File: src/rtl/serial_addsub.sv
// Bit-serial add/subtract unit: one result bit per clock, LSB first.
// Latency: WIDTH cycles from the accepting start edge to the done pulse.
// Backpressure: start is ignored while busy; a start in the done cycle is accepted.
//
// Ports:
//   clk, rst         - clock; synchronous active-high reset
//   start            - begin an operation (sampled only while idle)
//   mode             - 0: a - b - cin, 1: a + b + cin
//   a, b, cin        - operands and borrow/carry-in, captured at the accepting edge
//   s, cout, ovf     - registered result, final borrow/carry, signed overflow
//   busy             - operation in progress
//   done             - one-cycle pulse: s/cout/ovf just updated
module serial_addsub #(
  parameter int WIDTH = 8
) (
  input  logic             clk,
  input  logic             rst,
  input  logic             start,
  input  logic             mode,
  input  logic [WIDTH-1:0] a,
  input  logic [WIDTH-1:0] b,
  input  logic             cin,
  output logic [WIDTH-1:0] s,
  output logic             cout,
  output logic             ovf,
  output logic             busy,
  output logic             done
);

  localparam int            CW   = $clog2(WIDTH);
  localparam logic [CW-1:0] LAST = CW'(WIDTH - 1);

  typedef enum logic {IDLE, RUN} state_t;

  state_t           state;
  state_t           state_nxt;
  logic [CW-1:0]    cnt;
  logic [WIDTH-1:0] a_sh;
  logic [WIDTH-1:0] b_sh;
  logic             cy;
  logic             op_mode;

  logic accept;
  logic last;
  logic bit_a;
  logic bit_b;
  logic res_bit;
  logic cy_nxt;
  logic ovf_nxt;

  // State register
  always_ff @(posedge clk) begin
    if (rst) begin
      state <= IDLE;
    end else begin
      state <= state_nxt;
    end
  end

  // Next-state logic
  always_comb begin
    state_nxt = state;
    accept    = 1'b0;
    last      = 1'b0;
    case (state)
      IDLE: begin
        if (start) begin
          state_nxt = RUN;
          accept    = 1'b1;
        end
      end
      RUN: begin
        last = (cnt == LAST);
        if (last) begin
          state_nxt = IDLE;
        end
      end
      default: state_nxt = IDLE;
    endcase
  end

  // One-bit full adder / full subtractor on the current LSBs.
  assign bit_a   = a_sh[0];
  assign bit_b   = b_sh[0];
  assign res_bit = bit_a ^ bit_b ^ cy;
  assign cy_nxt  = op_mode ? ((bit_a & bit_b) | (cy & (bit_a ^ bit_b)))
                           : ((~bit_a & bit_b) | (cy & ~(bit_a ^ bit_b)));

  // On the last bit, a_sh[0]/b_sh[0] are the original operand MSBs and
  // res_bit is the result MSB.
  assign ovf_nxt = op_mode ? ((bit_a == bit_b) && (res_bit != bit_a))
                           : ((bit_a != bit_b) && (res_bit != bit_a));

  assign busy = (state == RUN);

  // Datapath. Result bits are shifted into the top of a_sh as operand bits
  // leave from the bottom, so a_sh holds the full result after WIDTH shifts;
  // s itself only changes on the final bit.
  always_ff @(posedge clk) begin
    if (rst) begin
      a_sh    <= '0;
      b_sh    <= '0;
      cy      <= 1'b0;
      op_mode <= 1'b0;
      cnt     <= '0;
      s       <= '0;
      cout    <= 1'b0;
      ovf     <= 1'b0;
      done    <= 1'b0;
    end else begin
      done <= 1'b0;
      if (accept) begin
        a_sh    <= a;
        b_sh    <= b;
        cy      <= cin;
        op_mode <= mode;
        cnt     <= '0;
      end else if (state == RUN) begin
        a_sh <= {res_bit, a_sh[WIDTH-1:1]};
        b_sh <= b_sh >> 1;
        cy   <= cy_nxt;
        cnt  <= cnt + 1'b1;
        if (last) begin
          s    <= {res_bit, a_sh[WIDTH-1:1]};
          cout <= cy_nxt;
          ovf  <= ovf_nxt;
          done <= 1'b1;
          cnt  <= '0;
        end
      end
    end
  end

endmodule

File: config.mk
export PLATFORM = sky130hd
export DESIGN_NAME = serial_addsub
export DESIGN_NICKNAME = d
export VERILOG_FILES = /design/src/rtl/serial_addsub.sv
export SDC_FILE = /design/constraint.sdc
export NUM_CORES = 1
export LEC_CHECK = 0
export BUFFER_PORTS_ARGS = -buffer_cell sky130_fd_sc_hd__buf_2
export CORE_MARGIN = 10
export CORE_UTILIZATION = 47
export DETAILED_ROUTE_END_ITERATION = 10
export GPL_ROUTABILITY_DRIVEN = 0
export PLACE_DENSITY = 0.74
export SETUP_SLACK_MARGIN = 0.1
export SLEW_MARGIN = 0
export SYNTH_ARGS = -nofsm -noshare
export SYNTH_HDL_FRONTEND = slang
export SYNTH_SLANG_ARGS = --single-unit
File: constraint.sdc
create_clock -name clk -period 1.6 [get_ports clk]
set_clock_uncertainty 0.2 [all_clocks]
set_input_delay 0.16 -clock clk [delete_from_list [all_inputs] [get_ports clk]]
set_output_delay 0.16 -clock clk [all_outputs]
set_load 0.05 [all_outputs]
==> impl_metrics.json <==
{
  "wire_per_inst_um": 14.5,
  "seq_area_um2": 672,
  "period_needed_ps": 1660,
  "fin_area_mm2": 0.00202,
  "max-cap-violations": 0,
  "hp-start": "cin",
  "synth_nets": 178,
  "wl_um": 3650,
  "cp-end-kind": "register",
  "setup_viol": 3,
  "holdPathEnd": "cy$_SDFFE_PP0P_",
  "hp-class": "in -> reg",
  "die_h_um": 76.2,
  "synthesis.area_mm2": 0.00148,
  "synth-edff-count": 0,
  "ys_seq_elements": 33,
  "synth_largest_area_cell": "dfxtp_1",
  "grt-ovfl-total": 0,
  "yosysMostFrequentCell": "dfxtp_1",
  "drive_above_1_share": 0.401,
  "grt_pass1_wl_um": 6020,
  "grtUsageMet3": 0.0507,
  "ios": 33,
  "grt_pass1_vias": 1289,
  "dieArea_mm2": 0.00580,
  "synth_area_per_cell_um2": 9.76,
  "cts_tree": "built",
  "tightest_slew_ps": 622,
  "use_met1": 0.145,
  "ys.flop_type": "dfxtp_1",
  "synth.area.top_cells": "dfxtp_1, mux2_2, mux2i_1",
  "p_leak_nw": 0.862,
  "seq_power_share": 0.506,
  "dr.pass1.iters": 4,
  "clock_sinks": 33,
  "h-tree-depth": 2,
  "whs_ps": -7.98,
  "pwr_density_cell_mw_per_mm2": 871,
  "slew_viol_final": 0,
  "drtIter0Drc": 166,
  "fin_ws_ps": -59.6,
  "netlist.area_leader.share": 0.445,
  "fp.dieW_um": 76.2,
  "ys_seq_area_frac": 0.445,
  "holdPathStages": 3,
  "synth_async_sr_flop_share": 0,
  "regToRegSetupSlack_ps": -60,
  "dpl.hpwl_um": 2310,
  "antenna_found_initial": 0,
  "worstPathRequired_ps": 1690,
  "max_freq_ghz": 0.603,
  "crit_arrival_ps": 1750,
  "drc": 0,
  "critPathLaunchType": "register",
  "final_nets": 232,
  "switchingPower_uw": 470,
  "hold_viol_final": 2,
  "syn_inst": 152,
  "numCtsBuffers": 5,
  "ys_top_cells_by_count": "dfxtp_1, nor2_1, nand2_1, mux2i_1, mux2_2",
  "grt_start_max_net_pins": 34,
  "worstSetupPathType": "reg -> reg",
  "worstReg2RegEnd": "ovf$_SDFFE_PP0P_",
  "clk_path_buf_depth": 2,
  "clk_pin_slew_ps": 110,
  "fin_crit_sh": 1.04,
  "cts-root-buf": "clkbuf_4",
  "multiInputGateArea_um2": 811,
  "ys.warnings.count": 0,
  "status": "finished with violations",
  "vias_per_cell": 5.04,
  "track_usage": 0.125,
  "synth_cell_types": 25,
  "initial_core_util": 0.490,
  "ir_worst_vdd_uv": 505,
  "fillCellCount": 247,
  "vias": 1264,
  "diodes": 0,
  "post-place-ws_ps": -23.4,
  "cp_max_fo": 3,
  "reg2reg_from": "cy$_SDFFE_PP0P_",
  "placed_area_mm2": 0.00166,
  "slew_headroom": 0.586,
  "startpoint": "cy$_SDFFE_PP0P_",
  "top_usage_layer": "met2",
  "rows": 20,
  "rsz0062_at_grt": "yes",
  "post-route-util": 0.667,
  "io_buffers": 32,
  "drtAntennaViolNets": 0,
  "fin_cells": 251,
  "sw_frac_of_total": 0.267,
  "setup_tns_ps": -76.1,
  "placedCellCount": 220,
  "fin_total_pwr_mw": 1.76,
  "core-area_mm2": 0.00303,
  "clk-insertion-delay-late_ps": 350,
  "r2r_cells": 5,
  "violations": "hold timing, setup timing",
  "clockPowerShare": 0.314,
  "gr-usage-met2": 0.196,
  "area_growth_pct": 36.2,
  "p_int_mw": 1.29,
  "power_frac_comb": 0.180
}
flip-flops by register name (all words and copies together), names as in the netlist:
register	count
s	8
op_mode	1
cnt	3
cy	1
a_sh	8
done	1
ovf	1
busy	1
b_sh	8
cout	1
metal layers:
metal	share of wire	wire, um
met2	0.49	1780
met3	0.070	254
met5	0	0
met4	0.019	70
met1	0.42	1540
layout by cell type, fill, tap and decap left out, drive strengths merged, types with 7 or more instances in the layout:
master and instances:
mux2i 16, mux2 15, dlygate4sd3 16, dfxtp 33, clkbuf 7, buf 41
nand2 19, a21oi 14, nor2 20
worst max path at each step:
stage | to | slack [ps]
final | ovf$_SDFFE_PP0P_ | -60
after global routing | ovf$_SDFFE_PP0P_ | -110
after CTS | ovf$_SDFFE_PP0P_ | 40
after detailed placement | ovf$_SDFFE_PP0P_ | -20
after global placement | ovf$_SDFFE_PP0P_ | 40
after floorplan | ovf$_SDFFE_PP0P_ | 90
power by group through the flow:
| stage | logic [mW] | registers (mW) | clock network, mW |
|---|---|---|---|
| 6_report | 0.317 | 0.891 | 0.552 |
| 5_1_grt | 0.347 | 0.897 | 0.602 |
| 4_1_cts | 0.282 | 0.888 | 0.559 |
| 3_5_place_dp | 0.223 | 0.910 | 0 |
| 3_3_place_gp | 0.216 | 0.906 | 0 |
| 2_1_floorplan | 0.172 | 0.908 | 0 |
final cells by class:
class / count / share of cell area
Clock buffer: 7 / 0.0322
Timing Repair Buffer: 57 / 0.199
Inverter: 3 / 0.00557
Clock inverter: 1 / 0.00248
Tap cell: 44 / 0.0272
Sequential cell: 33 / 0.333
Multi-Input combinational cell: 106 / 0.401
timing repair:
action | in CTS | in global routing
buffers inserted | 4 | 3
hold buffers | 16 | 0
endpoints found under the setup margin | 12 | 14
endpoints found under the hold margin | 16 | 0
resized for setup | 12 | 12
pin swaps | 3 | 6
critical path: stages, from the launching register on:
cell     delay (ps)
dfxtp_2         360
inv_1            60
fa_2            550
xor2_1          180
nand3_1         130
a21oi_2         120
cell families (layout without fill, tap and decap cells):
group                      after synthesis  count (layout)  synth area share
muxes                                   31              31             0.222
adders and majority gates                5               5            0.0523
AOI/OAI and AO/OA                       18              18            0.0683
xor gates and xnor gates                 2               2            0.0118
DFF                                     33              33             0.445
buffers and inverters                   13              68            0.0514
and+or+nand+nor                         50              50             0.149
No activity file was read; power rests on OpenSTA's default activity.
